## src/rtl/mem_arbiter_pkg.sv

```systemverilog
// Shared types for the instruction/data memory arbiter: the data word and the
// owner of the single outstanding memory transaction.
package mem_arbiter_pkg;

   typedef logic [31:0] word_t;

   // OWN_NONE doubles as the IDLE state of the arbiter.
   typedef enum logic [1:0] {
      OWN_NONE = 2'd0,
      OWN_IF   = 2'd1,
      OWN_LS   = 2'd2
   } arb_owner_t;

endpackage

```

## src/rtl/mem_arbiter.sv

```systemverilog
// Arbitrates the single-ported memory between fetch (IF) and load/store (LS), one transaction
// outstanding. Optional MEM_ARB_ROUND_ROBIN_EN swaps fixed LS priority for alternating winners.
module mem_arbiter
   import mem_arbiter_pkg::*;
#(
   parameter int ADDR_W = 12
) (
   input  logic              clk,
   input  logic              reset,
   input  logic              if_req,
   input  logic [ADDR_W-1:0] if_addr,
   input  logic              if_flush,
   output logic              if_gnt,
   output logic              if_rvalid,
   output word_t             if_rdata,
   input  logic              ls_req,
   input  logic              ls_we,
   input  logic [3:0]        ls_be,
   input  logic [ADDR_W-1:0] ls_addr,
   input  word_t             ls_wdata,
   output logic              ls_gnt,
   output logic              ls_rvalid,
   output word_t             ls_rdata,
   output logic              mem_req,
   output logic              mem_we,
   output logic [3:0]        mem_be,
   output logic [ADDR_W-1:0] mem_addr,
   output word_t             mem_wdata,
   input  logic              mem_gnt,
   input  logic              mem_rvalid,
   input  word_t             mem_rdata
);

   arb_owner_t state_reg;
   logic       lock_reg;
   logic       lock_ls_reg;
   logic       discard_reg;
   logic       discard_next;
   logic       can_issue;
   logic       prio_ls;
   logic       sel_ls;
   logic       issue_if;
   logic       issue_ls;
   logic       resp_if;
   logic       resp_ls;

`ifdef MEM_ARB_ROUND_ROBIN_EN
   logic rr_ls_reg;
   assign prio_ls = rr_ls_reg;
`else
   assign prio_ls = 1'b1;
`endif

   always_comb begin
      // A new request may go out while idle, or in the response cycle of the current one.
      can_issue = (state_reg == OWN_NONE) | mem_rvalid;
      // An ungranted request keeps its owner so the mem_* payload cannot change under it.
      sel_ls    = lock_reg ? lock_ls_reg : (ls_req & (~if_req | prio_ls));
      mem_req   = ~reset & can_issue & (lock_reg | if_req | ls_req);
      issue_if  = mem_req & ~sel_ls;
      issue_ls  = mem_req & sel_ls;
      if_gnt    = issue_if & mem_gnt;
      ls_gnt    = issue_ls & mem_gnt;

      resp_if   = ~reset & (state_reg == OWN_IF) & mem_rvalid;
      resp_ls   = ~reset & (state_reg == OWN_LS) & mem_rvalid;
      if_rvalid = resp_if & ~discard_reg & ~if_flush;
      ls_rvalid = resp_ls;
      if_rdata  = mem_rdata;
      ls_rdata  = mem_rdata;

      mem_we    = issue_ls & ls_we;
      mem_be    = issue_ls ? ls_be : 4'h0;
      mem_addr  = issue_ls ? ls_addr : (issue_if ? if_addr : '0);
      mem_wdata = (issue_ls & ls_we) ? ls_wdata : '0;

      // The response that consumes the discard clears it; a flush while a fetch is in flight
      // (or being issued/held this cycle) arms it for the next fetch response.
      discard_next = discard_reg;
      if (resp_if) begin
         discard_next = 1'b0;
      end
      if (if_flush & (((state_reg == OWN_IF) & ~mem_rvalid) | issue_if)) begin
         discard_next = 1'b1;
      end
   end

   always_ff @(posedge clk) begin
      if (reset) begin
         state_reg   <= OWN_NONE;
         lock_reg    <= 1'b0;
         lock_ls_reg <= 1'b0;
         discard_reg <= 1'b0;
`ifdef MEM_ARB_ROUND_ROBIN_EN
         rr_ls_reg   <= 1'b1;
`endif
      end else begin
         if (if_gnt) begin
            state_reg <= OWN_IF;
         end else if (ls_gnt) begin
            state_reg <= OWN_LS;
         end else if (mem_rvalid) begin
            state_reg <= OWN_NONE;
         end
         lock_reg    <= mem_req & ~mem_gnt;
         lock_ls_reg <= issue_ls & ~mem_gnt;
         discard_reg <= discard_next;
`ifdef MEM_ARB_ROUND_ROBIN_EN
         if (ls_gnt) begin
            rr_ls_reg <= 1'b0;
         end else if (if_gnt) begin
            rr_ls_reg <= 1'b1;
         end
`endif
      end
   end

endmodule

```

## config.mk

```make
export PLATFORM = sky130hd
export DESIGN_NAME = mem_arbiter
export DESIGN_NICKNAME = d
export VERILOG_FILES = /design/src/rtl/mem_arbiter_pkg.sv /design/src/rtl/mem_arbiter.sv
export SDC_FILE = /design/constraint.sdc
export NUM_CORES = 1
export LEC_CHECK = 0
export ABC_CLOCK_PERIOD_IN_PS = 1700
export CAP_MARGIN = 10
export CORE_AREA = 2 2 83 85
export DETAILED_ROUTE_END_ITERATION = 8
export DIE_AREA = 0 0 85 87
export GPL_ROUTABILITY_DRIVEN = 0
export PLACE_DENSITY = 0.74
export SYNTH_ARGS = -nofsm -noshare
export SYNTH_HDL_FRONTEND = slang
export SYNTH_SLANG_ARGS = --single-unit
```

## constraint.sdc

```tcl
create_clock -name clk -period 1.7 [get_ports clk]
set_input_delay 0.255 -clock clk [delete_from_list [all_inputs] [get_ports clk]]
set_output_delay 0.255 -clock clk [all_outputs]
set_load 0.02 [all_outputs]
```

==> impl_metrics.env <==
export IMPL_status="finished with violations"
export IMPL_violations="setup timing"
export IMPL_rsz0062_at_grt="yes"
export IMPL_start_util=0.181
export IMPL_worst_setup_path_end_kind="output port"
export IMPL_total_power_mw=0.993
export IMPL_ys_seq_elements=5
export IMPL_grt_pass1_vias=1447
export IMPL_coreArea_um2=6570
export IMPL_dp_hpwl_um=3850
export IMPL_dpl_cell_area_um2=2160
export IMPL_period_share=1.09
export IMPL_numCtsBuffers=3
export IMPL_worst_ep_arrival_time_ps=1600
export IMPL_antenna_found_initial=0
export IMPL_synth_adder_area_share=0
export IMPL_port_buffers=121
export IMPL_slew_headroom=0.844
export IMPL_yosys_warnings=0
export IMPL_fin_setup_tns_ps=-6840
export IMPL_critical_path_max_fanout=9
export IMPL_crit_required_ps=1440
export IMPL_ant_nets=0
export IMPL_synth_cells=177
export IMPL_grt_pass1_wl_um=7770
export IMPL_nets=363
export IMPL_dp_cells=323
export IMPL_grt_use_total=0.134
export IMPL_clk_pin_slew_ps=40
export IMPL_seq_area_frac_synth=0.0840
export IMPL_yosysTopAreaCell="buf_4"
export IMPL_synthDistinctLibCells=26
export IMPL_setup_violations=52
export IMPL_htree_levels=1
export IMPL_power_density_nw_per_um2=382
export IMPL_min_path_type="in -> out"
export IMPL_rows=30
export IMPL_ir_drop_mv=0.168
export IMPL_drc=0
export IMPL_ys_async_sr_fraction=0
export IMPL_cts_sinks=5
export IMPL_synth_compound_area_share=0.0914
export IMPL_fmax_mhz=538
export IMPL_clockBufferDepth=2
export IMPL_drv_cap=0
export IMPL_diodes=0
export IMPL_syn_area_um2=1190
export IMPL_ys_top_cells_by_area="buf_4 40%, and2_1 19%, dfxtp_1 8.4%"
export IMPL_synth_ff_type="dfxtp_1"
export IMPL_hold_viol_final=0
export IMPL_post_place_ws_ps=-853
export IMPL_avgSynthCellArea_um2=6.73
export IMPL_synth_top_area_frac=0.403
export IMPL_drtIter0Drc=27
export IMPL_synthXorXnorAreaFrac=0
export IMPL_cts_tree="yes"
export IMPL_postCtsHoldBufs=0
export IMPL_synth_nets=277
export IMPL_clk_latency_ps=220
export IMPL_maxSlewViolCount=0
export IMPL_num_io_pins=218
export IMPL_fin_area_um2=2600
export IMPL_fillers=651
export IMPL_fin_worst_skew_ps=2.65
export IMPL_multi_input_area_um2=792
export IMPL_largest_reg_flops=2
export IMPL_vias=1430
export IMPL_synth_commonest_cells="64 x buf_4, 37 x and2_1, 26 x nand2_1"
export IMPL_worst_slew_pin_slew_ps=229
export IMPL_grt_start_max_net_pins=14
export IMPL_area_delta_synth_final_pct=118
export IMPL_synth_top_family_by_area="buffers and inverters"
export IMPL_die_h_um=87
export IMPL_muxShareOfSynthArea=0.0210
export IMPL_final_cells=342
export IMPL_layout_area_seq_um2=106
export IMPL_drive_gt1_frac=0.565
export IMPL_setup_ws_ps=-159
export IMPL_synth_edff_count=0
export IMPL_cts_root_buffer="clkbuf_8"
export IMPL_cp_start_kind="flop"
export IMPL_worstSetupPathType="reg -> out"
export IMPL_wl_per_cell_um=15.6
export IMPL_yosysMostFrequentCell="buf_4"
export IMPL_overflow=0
export IMPL_drtPass1Iterations=4
export IMPL_vias_per_cell=4.18
export IMPL_dieArea_um2=7400
export IMPL_p_leak_nw=1.17
export IMPL_die_x_um=85
export IMPL_finalCriticalPeriod_ps=1860
export IMPL_drt_wl_total_um=5330
export IMPL_synthSimpleGateAreaFrac=0.367
## metrics by stage
| step | hold slack (ps) | utilization |
|---|---|---|
| 3_3_place_gp | 510 | 0.328 |
| 3_5_place_dp | 510 | 0.328 |
| 6_report | 510 | 0.396 |
| 2_1_floorplan | 327 | - |
| 5_1_grt | 510 | 0.396 |
| 4_1_cts | 510 | 0.379 |
## kinds of logic after synthesis
group	count (synthesis)
and+or+nand+nor	78
DFF	5
buffers and inverters	73
AOI/OAI and AO/OA	19
muxes	2
## layer usage
layer,wire length [µm],part of all wire,global-route usage
met1,1690,0.32,0.126
met2,2940,0.55,0.269
met3,442,0.083,0.0218
met4,259,0.049,0.0779
met5,0,0,0
## placed cells by master, fill, tap and decap left out, types with 2 or more instances in the layout
| cell type | netlist | routed |
|---|---|---|
| a21oi_1 | 14 | 5 |
| a21oi_2 | 0 | 6 |
| a21oi_4 | 0 | 3 |
| and2_4 | 0 | 37 |
| buf_12 | 0 | 3 |
| buf_2 | 5 | 3 |
| buf_4 | 64 | 22 |
| buf_6 | 0 | 52 |
| buf_8 | 0 | 3 |
| clkbuf_8 | 0 | 3 |
| clkdlybuf4s50_1 | 0 | 63 |
| dfxtp_1 | 5 | 2 |
| dfxtp_2 | 0 | 2 |
| dlygate4sd2_1 | 0 | 5 |
| nand2_1 | 26 | 22 |
| nand2_4 | 0 | 4 |
| nand3b_1 | 2 | 2 |
| nor2_1 | 4 | 3 |
## worst paths after layout
kind | from | end | slack [ps] | depth (start not counted)
worst min register to register | discard_reg | discard_reg | 540 | 2
worst min-delay path | mem_rdata[7] | ls_rdata[7] | 510 | 0
worst max-delay path | state_reg[1] | mem_wdata[31] | -160 | 6
worst max register to register | lock_reg | lock_reg | 110 | 9
## critical path: stages (launching register included)
cell and delay (ps):
dfxtp_2 320, o21ba_4 220, nor4b_4 270, buf_4 180, buf_8 130, and2_4 150, buf_6 110
## layout make-up
cell class / count / share of cell area
multi-input combinational: 99 / 0.304
inverter: 2 / 0.00289
sequential: 5 / 0.0409
tap: 80 / 0.0385
clock buffer: 4 / 0.0173
timing repair buffer: 152 / 0.596
## where the power goes
part | total, mW | internal, mW | switching, mW
clock | 0.221 | 0.161 | 0.0595
combinational | 0.638 | 0.379 | 0.260
sequential | 0.134 | 0.126 | 0.00742
## timing repair
item | 4_1_cts | 5_1_grt
resized for setup | 340 | 56
cloned | 4 | 0
buffers inserted | 10 | 8
pin swaps | 25 | 12
endpoints found under the setup margin | 54 | 52
Note: power is estimated with default switching activity, not from simulation.
